### src/rtl/pico_seq_pkg.sv
// Shared encodings for the pico issue sequencer: FSM states, word width and
// the debug-bus valid bit position.
package pico_seq_pkg;

  localparam int WORD_W        = 15;
  localparam int DBG_VALID_BIT = 3;

  typedef enum logic [2:0] {
    ST_IDLE    = 3'd0,
    ST_ISSUE   = 3'd1,
    ST_EXEC    = 3'd2,
    ST_CAPTURE = 3'd3,
    ST_PAUSE   = 3'd4
  } state_t;

  // Core ui_in image: strobe on bit 7, low seven word bits below it.
  function automatic logic [7:0] ui_word(input logic strobe, input logic [WORD_W-1:0] word);
    return {strobe, word[6:0]};
  endfunction

endpackage

### src/rtl/pico_prog_buf.sv
// Host-loaded program store: one synchronous write port, one asynchronous read
// port so the sequencer can register the next word in the same cycle.
module pico_prog_buf
  import pico_seq_pkg::*;
#(
  parameter int DEPTH = 16,
  parameter int AW    = $clog2(DEPTH)
) (
  input  logic              clk,
  input  logic              i_we,
  input  logic [AW-1:0]     i_waddr,
  input  logic [WORD_W-1:0] i_wdata,
  input  logic [AW-1:0]     i_raddr,
  output logic [WORD_W-1:0] o_rdata
);

  logic [WORD_W-1:0] r_mem [DEPTH];

  genvar gi;
  generate
    for (gi = 0; gi < DEPTH; gi++) begin : g_entry
      always_ff @(posedge clk) begin
        if (i_we && (i_waddr == AW'(gi))) begin
          r_mem[gi] <= i_wdata;
        end
      end
    end
  endgenerate

  assign o_rdata = r_mem[i_raddr];

endmodule

### src/rtl/pico_issue_sequencer.sv
// Issues buffered instruction words to the pico core using its strobe/load pin
// protocol (ISSUE -> EXEC -> CAPTURE) and returns each writeback to the host.
module pico_issue_sequencer
  import pico_seq_pkg::*;
#(
  parameter int DEPTH = 16,
  parameter int AW    = $clog2(DEPTH)
) (
  input  logic              clk,
  input  logic              rst_n,
  input  logic              i_host_we,
  input  logic [AW-1:0]     i_host_addr,
  input  logic [WORD_W-1:0] i_host_wdata,
  input  logic [AW:0]       i_prog_len,
  input  logic              i_start,
  input  logic              i_step_mode,
  input  logic              i_step,
  input  logic              i_abort,
  output logic [7:0]        o_core_ui,
  output logic [7:0]        o_core_uio,
  input  logic [7:0]        i_core_result,
  input  logic [7:0]        i_core_dbg,
  output logic              o_busy,
  output logic              o_res_valid,
  output logic [7:0]        o_res_data,
  output logic [2:0]        o_res_rd,
  output logic [AW-1:0]     o_res_idx,
  output logic              o_done,
  output logic              o_err
);

  state_t            r_state;
  logic [AW-1:0]     r_idx;
  logic [AW:0]       r_len;
  logic              r_step_mode;
  logic [7:0]        r_core_ui;
  logic [7:0]        r_core_uio;
  logic              r_busy;
  logic              r_res_valid;
  logic [7:0]        r_res_data;
  logic [2:0]        r_res_rd;
  logic [AW-1:0]     r_res_idx;
  logic              r_done;
  logic              r_err;

  state_t            w_state_nxt;
  logic [AW-1:0]     w_idx_nxt;
  logic [AW:0]       w_len_nxt;
  logic              w_step_mode_nxt;
  logic [7:0]        w_core_ui_nxt;
  logic [7:0]        w_core_uio_nxt;
  logic              w_res_valid_nxt;
  logic [7:0]        w_res_data_nxt;
  logic [2:0]        w_res_rd_nxt;
  logic [AW-1:0]     w_res_idx_nxt;
  logic              w_done_nxt;
  logic              w_err_nxt;
  logic              w_buf_we;
  logic              w_last;
  logic [WORD_W-1:0] w_rdata;
  logic              w_unused_dbg;

  // Upper debug bits carry nothing the sequencer acts on.
  assign w_unused_dbg = ^i_core_dbg[7:4];

  pico_prog_buf #(
    .DEPTH (DEPTH),
    .AW    (AW)
  ) u_buf (
    .clk     (clk),
    .i_we    (w_buf_we),
    .i_waddr (i_host_addr),
    .i_wdata (i_host_wdata),
    .i_raddr (w_idx_nxt),
    .o_rdata (w_rdata)
  );

  assign w_last = ({1'b0, r_idx} == (r_len - (AW+1)'(1)));

  always_comb begin
    w_state_nxt     = r_state;
    w_idx_nxt       = r_idx;
    w_len_nxt       = r_len;
    w_step_mode_nxt = r_step_mode;
    w_core_ui_nxt   = {1'b0, r_core_ui[6:0]};
    w_core_uio_nxt  = r_core_uio;
    w_res_valid_nxt = 1'b0;
    w_res_data_nxt  = r_res_data;
    w_res_rd_nxt    = r_res_rd;
    w_res_idx_nxt   = r_res_idx;
    w_done_nxt      = 1'b0;
    w_err_nxt       = r_err;
    w_buf_we        = 1'b0;

    case (r_state)
      ST_IDLE: begin
        w_buf_we = i_host_we;
        if (i_start) begin
          if (i_prog_len == '0) begin
            w_done_nxt = 1'b1;
          end else begin
            w_len_nxt       = i_prog_len;
            w_step_mode_nxt = i_step_mode;
            w_idx_nxt       = '0;
            w_err_nxt       = 1'b0;
            w_state_nxt     = ST_ISSUE;
          end
        end
      end
      ST_ISSUE:   w_state_nxt = ST_EXEC;
      ST_EXEC:    w_state_nxt = ST_CAPTURE;
      ST_CAPTURE: begin
        w_res_valid_nxt = 1'b1;
        w_res_data_nxt  = i_core_result;
        w_res_rd_nxt    = i_core_dbg[2:0];
        w_res_idx_nxt   = r_idx;
        if (!i_core_dbg[DBG_VALID_BIT]) begin
          w_err_nxt   = 1'b1;
          w_done_nxt  = 1'b1;
          w_state_nxt = ST_IDLE;
        end else if (w_last) begin
          w_done_nxt  = 1'b1;
          w_state_nxt = ST_IDLE;
        end else begin
          w_idx_nxt   = r_idx + AW'(1);
          w_state_nxt = r_step_mode ? ST_PAUSE : ST_ISSUE;
        end
      end
      ST_PAUSE: begin
        if (i_step) begin
          w_state_nxt = ST_ISSUE;
        end
      end
      default:    w_state_nxt = ST_IDLE;
    endcase

    // Abort overrides any transition; a result captured this cycle is kept.
    if ((r_state != ST_IDLE) && i_abort) begin
      w_state_nxt = ST_IDLE;
      w_done_nxt  = 1'b1;
    end

    if (w_state_nxt == ST_ISSUE) begin
      w_core_ui_nxt  = ui_word(1'b1, w_rdata);
      w_core_uio_nxt = w_rdata[14:7];
    end
  end

  always_ff @(posedge clk or negedge rst_n) begin
    if (!rst_n) begin
      r_state     <= ST_IDLE;
      r_idx       <= '0;
      r_len       <= '0;
      r_step_mode <= 1'b0;
      r_core_ui   <= '0;
      r_core_uio  <= '0;
      r_busy      <= 1'b0;
      r_res_valid <= 1'b0;
      r_res_data  <= '0;
      r_res_rd    <= '0;
      r_res_idx   <= '0;
      r_done      <= 1'b0;
      r_err       <= 1'b0;
    end else begin
      r_state     <= w_state_nxt;
      r_idx       <= w_idx_nxt;
      r_len       <= w_len_nxt;
      r_step_mode <= w_step_mode_nxt;
      r_core_ui   <= w_core_ui_nxt;
      r_core_uio  <= w_core_uio_nxt;
      r_busy      <= (w_state_nxt != ST_IDLE);
      r_res_valid <= w_res_valid_nxt;
      r_res_data  <= w_res_data_nxt;
      r_res_rd    <= w_res_rd_nxt;
      r_res_idx   <= w_res_idx_nxt;
      r_done      <= w_done_nxt;
      r_err       <= w_err_nxt;
    end
  end

  assign o_core_ui   = r_core_ui;
  assign o_core_uio  = r_core_uio;
  assign o_busy      = r_busy;
  assign o_res_valid = r_res_valid;
  assign o_res_data  = r_res_data;
  assign o_res_rd    = r_res_rd;
  assign o_res_idx   = r_res_idx;
  assign o_done      = r_done;
  assign o_err       = r_err;

endmodule

### config.mk
export PLATFORM = sky130hd
export DESIGN_NAME = pico_issue_sequencer
export DESIGN_NICKNAME = d
export VERILOG_FILES = /design/src/rtl/pico_seq_pkg.sv /design/src/rtl/pico_prog_buf.sv /design/src/rtl/pico_issue_sequencer.sv
export SDC_FILE = /design/constraint.sdc
export NUM_CORES = 1
export LEC_CHECK = 0
export ABC_AREA = 1
export CELL_PAD_IN_SITES_DETAIL_PLACEMENT = 0
export CELL_PAD_IN_SITES_GLOBAL_PLACEMENT = 1
export CORE_MARGIN = 5
export CORE_UTILIZATION = 35
export DETAILED_ROUTE_END_ITERATION = 8
export GPL_TIMING_DRIVEN = 0
export PLACE_DENSITY_LB_ADDON = 0.1
export SYNTH_ARGS = -nofsm -noshare
export SYNTH_HDL_FRONTEND = slang
export SYNTH_SLANG_ARGS = --single-unit
### constraint.sdc
create_clock -name clk -period 2.9 [get_ports clk]
set_input_delay 0.58 -clock clk [delete_from_list [all_inputs] [get_ports clk]]
set_output_delay 0.58 -clock clk [all_outputs]
set_load 0.01 [all_outputs]
==> impl_metrics.csv <==
group,metric,value,unit
status,status,"finished, final reports clean",
timing,finalHoldViolations,0,
routing,routed_wirelength,36.0,mm
power_and_ir_drop,power.total,13.0,mW
worst_setup_path,cpPeakStageDelay,0.40,ns
timing,slew_violations,0,
die,rows,69,
routing,firstDrtPassIters,6,
timing,setup_viol,0,
worst_setup_path,cp.required,3.30,ns
worst_setup_path,path_max_fanout,9,
clock_network,clk_path_buf_depth,3,
timing,worst_pin_slew,0.991,ns
placed_design,hpwl,24.7,mm
worst_setup_path,r2r-end,"o_core_ui[6]",
job,max_cap_violations,0,
finish,final_cell_mix,"nand2_1 (357), edfxtp_1 (240), nand3_1 (207)",
worst_setup_path,endpoint,"o_core_ui[6]",
power_and_ir_drop,p_clk_share,32.6,%
power_and_ir_drop,seq_power_share,38.7,%
clock_network,h-tree-depth,2,
timing,fin_skew,0.0175,ns
power_and_ir_drop,p_leak,6.49,nW
timing,fin_crit,2.73,ns
clock_network,cts_tree,"yes",
finish,final_util,43.8,%
placed_design,place.gp.congestion,0.832,
placed_design,port_buffers,77,
synthesis,synth.avg_cell_area,10.3,sq um
routing,route.top_layer_used,"met4",
worst_setup_path,reg2reg_depth,20,
finish,syn_to_final_growth,23.6,%
synthesis,yosysWarningCount,0,
synthesis,seq_area_frac_synth,66.7,%
synthesis,syn_area,12600,sq um
die,coreArea,35600,sq um
worst_setup_path,crit_chain,"inv_2 -> ha_4 -> nand2_1 -> inv_1 -> nor2_1 -> nand3_1 -> nor2_1 -> nand2_2 -> nand2_4 -> nor2_1 -> nand2_1 -> nand3_1 -> o21ai_2 -> clkbuf_4 -> buf_4 -> nand3_1 -> nand3_1 -> nand2_1 -> nand2_1 -> nand2_1",
finish,final_common_cell,"nand2_1",
die,dieArea,39900,sq um
worst_setup_path,crit_path_end_kind,"flip-flop",
synthesis,ys.flop_type,"edfxtp_1",
routing,antenna_left,0,
clock_network,clk_latency,0.52,ns
synthesis,synth.net_count,1268,
finish,fin_cells,1830,
synthesis,synth-seq-cells,288,
finish,layout.nets,1394,
routing,dr_total_vias,8713,
worst_setup_path,arrival,3.13,ns
grt,grt_max_degree,39,
placed_design,dp.cells,1760,
worst_setup_path,crit_type,"reg -> reg",
clock_network,cts_made_buffers,35,
finish,final_area,15600,sq um
synthesis,async_reset_ff_share,16.7,%
clock_network,cts_root_buf,"clkbuf_16",
grt,grt_pass1_vias,8586,
finish,antenna_cells,0,
timing,fmax,366,MHz
power_and_ir_drop,p_switching,4.24,mW
grt,grt_util_all_layers,18.1,%
finish,layout-drive-gt1-share,13.7,%
synthesis,ys_types,25,
timing,period_share,94.2,%
clock_network,cts_num_sinks,288,
synthesis,syn_inst,1219,
routing,via_per_inst,4.76,
clock_network,path_clk_slew,0.05,ns
routing,drc,0,
worst_setup_path,reg2reg_slack,0.17,ns
power_and_ir_drop,internal-power,8.80,mW
die,die_x,200,um
power_and_ir_drop,p_sw_share,32.5,%
grt,grt_pass1_wl,53.2,mm
power_and_ir_drop,peakVddDrop,0.000842,V
power_and_ir_drop,powerDensity,837,nW/um^2
finish,multi_input_area,3550,sq um
routing,wl_met3,1.59,mm
grt,antenna_found_initial,0,
finish,seq_area,8410,sq um
timing,max_slew_margin,33.7,%
worst_setup_path,start_kind,"flip-flop",
worst_setup_path,rr_startpoint,"r_len[0]",
synthesis,synth-edff-count,240,
grt,grt.overflow.total,0,
routing,wl_met2,17.5,mm
worst_setup_path,crit_path_start,"r_len[0]",
synthesis,synth_area_leaders,"edfxtp_1 (57%), nand2_1 (11%), dfrtp_1 (9.5%)",
routing,first_iter_violations,544,
routing,avgRoutedWirePerCell,19.7,um
die,io_pins,82,
placed_design,dpl_cell_area,14000,sq um
synthesis,synth_top_area_cell,"edfxtp_1",
worst_setup_path,crit_path_frequent_cell,"nand2_1",
worst_hold_path,min_path_type,"reg -> reg",
power_and_ir_drop,comb_power_share,28.7,%
synthesis,synth_top_area_share,57.2,%
die,start_util,35.4,%
finish,fillerInstances,3476,
routing,drt-met1-wl,16.0,mm
die,dieHeight,200,um
worst_setup_path,slowest_stage,"dfrtp_1",
-- Yosys cell counts (3+ instances only) --
cell type	count
inv_1	136
buf_2	39
nand4_1	4
o21ai_0	12
nand3b_1	45
nand2_1	363
clkbuf_1	8
dfrtp_1	48
buf_4	4
nand2_2	6
edfxtp_1	240
buf_1	3
nand3_1	236
a21oi_1	4
nor2_1	41
inv_2	8
nor2_2	3
buf_6	9
-- worst min-delay path by stage --
stage / from / end / slack, ns / depth (start not counted)
after floorplan: rst_n / o_busy / 0.28 / 0
after global placement: o_res_data[0] / o_res_data[0] / 0.45 / 2
after detailed placement: o_res_data[3] / o_res_data[3] / 0.46 / 2
after CTS: rst_n / r_state[1] / 0.46 / 2
after global routing: rst_n / r_len[4] / 0.49 / 2
final: o_res_data[3] / o_res_data[3] / 0.47 / 2
-- layout make-up --
| type | instances | share of cell area [%] |
|---|---|---|
| clock buffer | 47 | 5.91 |
| timing repair buffer | 90 | 5.79 |
| buffer | 62 | 3.06 |
| inverter | 144 | 3.58 |
| multi-input combinational | 724 | 22.8 |
| clock inverter | 14 | 1.14 |
| sequential | 288 | 54.0 |
| tap | 461 | 3.70 |
-- power groups by stage --
stage	combinational, mW	clock [mW]	sequential (mW)
2_1_floorplan	1.78	0	5.21
3_3_place_gp	3.48	0	5.12
3_5_place_dp	3.49	0	5.13
4_1_cts	3.62	4.37	5.05
5_1_grt	4.11	4.54	5.09
6_report	3.74	4.26	5.04
-- worst max-delay path: cells and delay by family, from the launching register on --
family / cells / cell delay, ns
flip-flops: 1 / 0.40
adder cells (fa/ha/maj): 1 / 0.21
AO/OA/AOI/OAI: 1 / 0.15
buffers and inverters: 4 / 0.58
AND/OR/NAND/NOR: 14 / 1.26
-- layer usage --
layer	track usage, %	vias to the layer above
li1	-	4318
met1	24.2	4137
met2	31.0	203
met3	2.50	55
met4	5.23	0
met5	0	-
-- kinds of logic after synthesis --
logic type / share of synthesized area (%)
simple gates: 25.0
buf+inv: 7.21
xor+xnor: 0.0695
flops: 66.7
fa+ha+maj: 0.199
compound gates: 0.814
-- state kept, by name, indices dropped and copies added (netlist names) --
signal,flops
o_busy,1
r_idx,4
r_state,3
o_done,1
o_res_rd,3
o_res_valid,1
o_core_uio,8
u_buf.r_mem,240
r_len,5
o_err,1
r_step_mode,1
o_res_data,8
o_core_ui,8
o_res_idx,4
-- repair_timing --
item | in CTS | in global routing
hold endpoints to repair | 10 | 0
gates resized for setup | 38 | 76
pin swaps | 1 | 7
endpoints found under the setup margin | 74 | 30
hold buffers | 1 | 0
buffers inserted | 1 | 8
-- through the flow --
| step | setup TNS, ns | worst slack (ns) | hold WS (ns) |
|---|---|---|---|
| 3_3_place_gp | -109.42 | -0.542 | 0.455 |
| 3_5_place_dp | -58.82 | -0.522 | 0.459 |
| 2_1_floorplan | 0 | 0.654 | 0.284 |
| 5_1_grt | -0.0898 | -0.0240 | 0.485 |
| 4_1_cts | 0 | 0.00369 | 0.463 |
| 6_report | 0 | 0.169 | 0.471 |
No activity file was read; power rests on OpenSTA's default activity.
==> variant: new RTL, config.mk and constraints unchanged <==
`WORD_W`: 15 -> 30.
--- a/src/rtl/pico_seq_pkg.sv
+++ b/src/rtl/pico_seq_pkg.sv
@@ -2,7 +2,7 @@
 // the debug-bus valid bit position.
 package pico_seq_pkg;
 
-  localparam int WORD_W        = 15;
+  localparam int WORD_W        = 30;
   localparam int DBG_VALID_BIT = 3;
 
   typedef enum logic [2:0] {
Interface: changed (resized i_host_wdata); port bits go from 82 to 97. The function was not compared with the original's and may differ.
==> variant against the unedited design <==
Sequential share of layout area up 2.8 points. Sequential cell count unchanged. Area after synthesis down 5.3%. Worst hold slack worse by 0.0048 ns. Design area down 4.9%. Via count down 5.4%. Total power up 10%. First-iteration DRC count up 2.6%. Worst setup slack worse by 0.26 ns. Non-clock buffer count unchanged. Critical endpoint is now u_buf.r_mem[13][4]. The flow now finishes with violations (setup timing). Routed wire length down 1.6%. Die area down 5.0%. Critical path depth down 15.
==> variant: results (changes against the unedited design) <==
| Metric | Value |
|---|---|
| M2 GR Usage | 28.5% (-2.5 points) |
| Resize count post-CTS | 35 (-7.9%) |
| First-pass GRT wire length | 52700 µm (-0.88%) |
| Tot GR Track Use | 18.4% (+0.35 points) |
| Failing checks | setup timing |
| Metal2 WL | 16200 µm (-7.4%) |
| Vias in the first global route | 8236 (-4.1%) |
| Combinational power share | 37.8% (+9.1 points) |
| Kind of critical path | register to register |
| Layout cell share with drive strength beyond 1 | 16.2% (+2.4 points) |
| Met1 usage | 27.0% (+2.8 points) |
| Largest net degree at the start of global routing | 37 (-5.1%) |
| Iter 0 DRT Violations | 558 (+2.6%) |
| Critical path launch point | r_state[1] |
| Detail Placement HPWL | 23600 µm (-4.8%) |
| CP max stage delay | 0.82 ns (+0.42 ns) |
| R2R Path End | u_buf.r_mem[13][4] |
| Final setup viols | 45 (+45) |
| WL final | 35400 µm (-1.6%) |
| Final Total Pwr | 14400 µW (+10%) |
| Library cells used by synthesis | 27 (+8.0%) |
| DP Area | 13300 µm² (-4.8%) |
| Setup WS post-layout | -0.0931 ns (-0.262 ns) |
| Post-synth top cells | nand3_1, nand2_1, edfxtp_1, dfrtp_1, nor2_1 |
| Post-Place Cells | 1574 (-11%) |
| Slowest cell on crit path | nor2_2 |
| Clock-net power | 3870 µW (-9.2%) |
| LEAKAGE | 0.00557 µW (-14%) |
| Top cells by area, synth | edfxtp_1, nand3_1, dfrtp_1 |
| Detailed-route wire length per cell | 21.6 µm (+9.6%) |
| Syn Nets | 1108 (-13%) |
| Detail Route met3 WL | 1620 µm (+2.2%) |
| GP Congestion | 0.829 (-0.25%) |
| Post-DR vias/cell | 5.02 (+5.4%) |
| Status | finished with violations |
| Switching power total | 5360 µW (+26%) |
| Sequential area share after synthesis | 70.4% (+3.7 points) |
| FF-to-FF path depth | 5 (-75%) |
| Met3 Use GR | 3.36% (+0.86 points) |
| Num CTS Buffers | 34 (-2.9%) |
| Worst IR drop on VDD | 0.449 mV (-47%) |
| DR pass1 iterations | 5 (-1) |
| Mapped Cells | 1044 (-14%) |
-- variant: changes by cell type in the layout (fill, tap and decap cells not counted), moves of 5 or more --
cell	delta
inv_1	-109
nand2_1	-119
nand3b_1	-45
nor2_1	-5
nand3_2	+8
clkinv_2	+7
nand3_1	+99
-- variant: worst min path at each step --
stage	to	slack [ns]	cells past startpoint
global placement	o_res_data[3]	0.45	2
floorplan	o_busy	0.28	0
finish	o_res_data[3]	0.47	2
detailed placement	o_res_data[0]	0.46	2
CTS	o_res_data[0]	0.47	2
global route	o_res_rd[0]	0.49	2
-- variant: final cells by class --
class / count / area (µm²)
inverters: 34 / 128
clock inverters: 19 / 106
well taps: 448 / 561
flip-flops and latches: 288 / 8410
plain buffers: 62 / 462
multi-input cells: 659 / 3320
repair buffers: 90 / 922
clock buffers: 42 / 902
fillers: 3149 / 18800
-- variant: kinds of logic after synthesis --
| logic type | Yosys count | share of synthesized area, % |
|---|---|---|
| buffers and inverters | 97 | 4.25 |
| flip-flops | 288 | 70.4 |
| XOR/XNOR | 1 | 0.0734 |
| AO/OA/AOI/OAI | 18 | 0.860 |
| adder cells (fa/ha/maj) | 2 | 0.210 |
| AND/OR/NAND/NOR | 638 | 24.2 |
-- variant: through the flow --
| step | setup TNS (ns) | setup WS [ns] | hold slack (ns) |
|---|---|---|---|
| 3_3_place_gp | -184.88 | -0.843 | 0.454 |
| 5_1_grt | -4.38 | -0.120 | 0.491 |
| 4_1_cts | -15.02 | -0.356 | 0.472 |
| 3_5_place_dp | -125.69 | -0.771 | 0.459 |
| 6_report | -3.08 | -0.0931 | 0.466 |
| 2_1_floorplan | 0 | 0.680 | 0.284 |
-- variant: critical path, delay by kind of cell, from the launching register on --
kind | cells | cell delay, ns
AND/OR/NAND/NOR | 5 | 2.21
flip-flops | 1 | 0.39
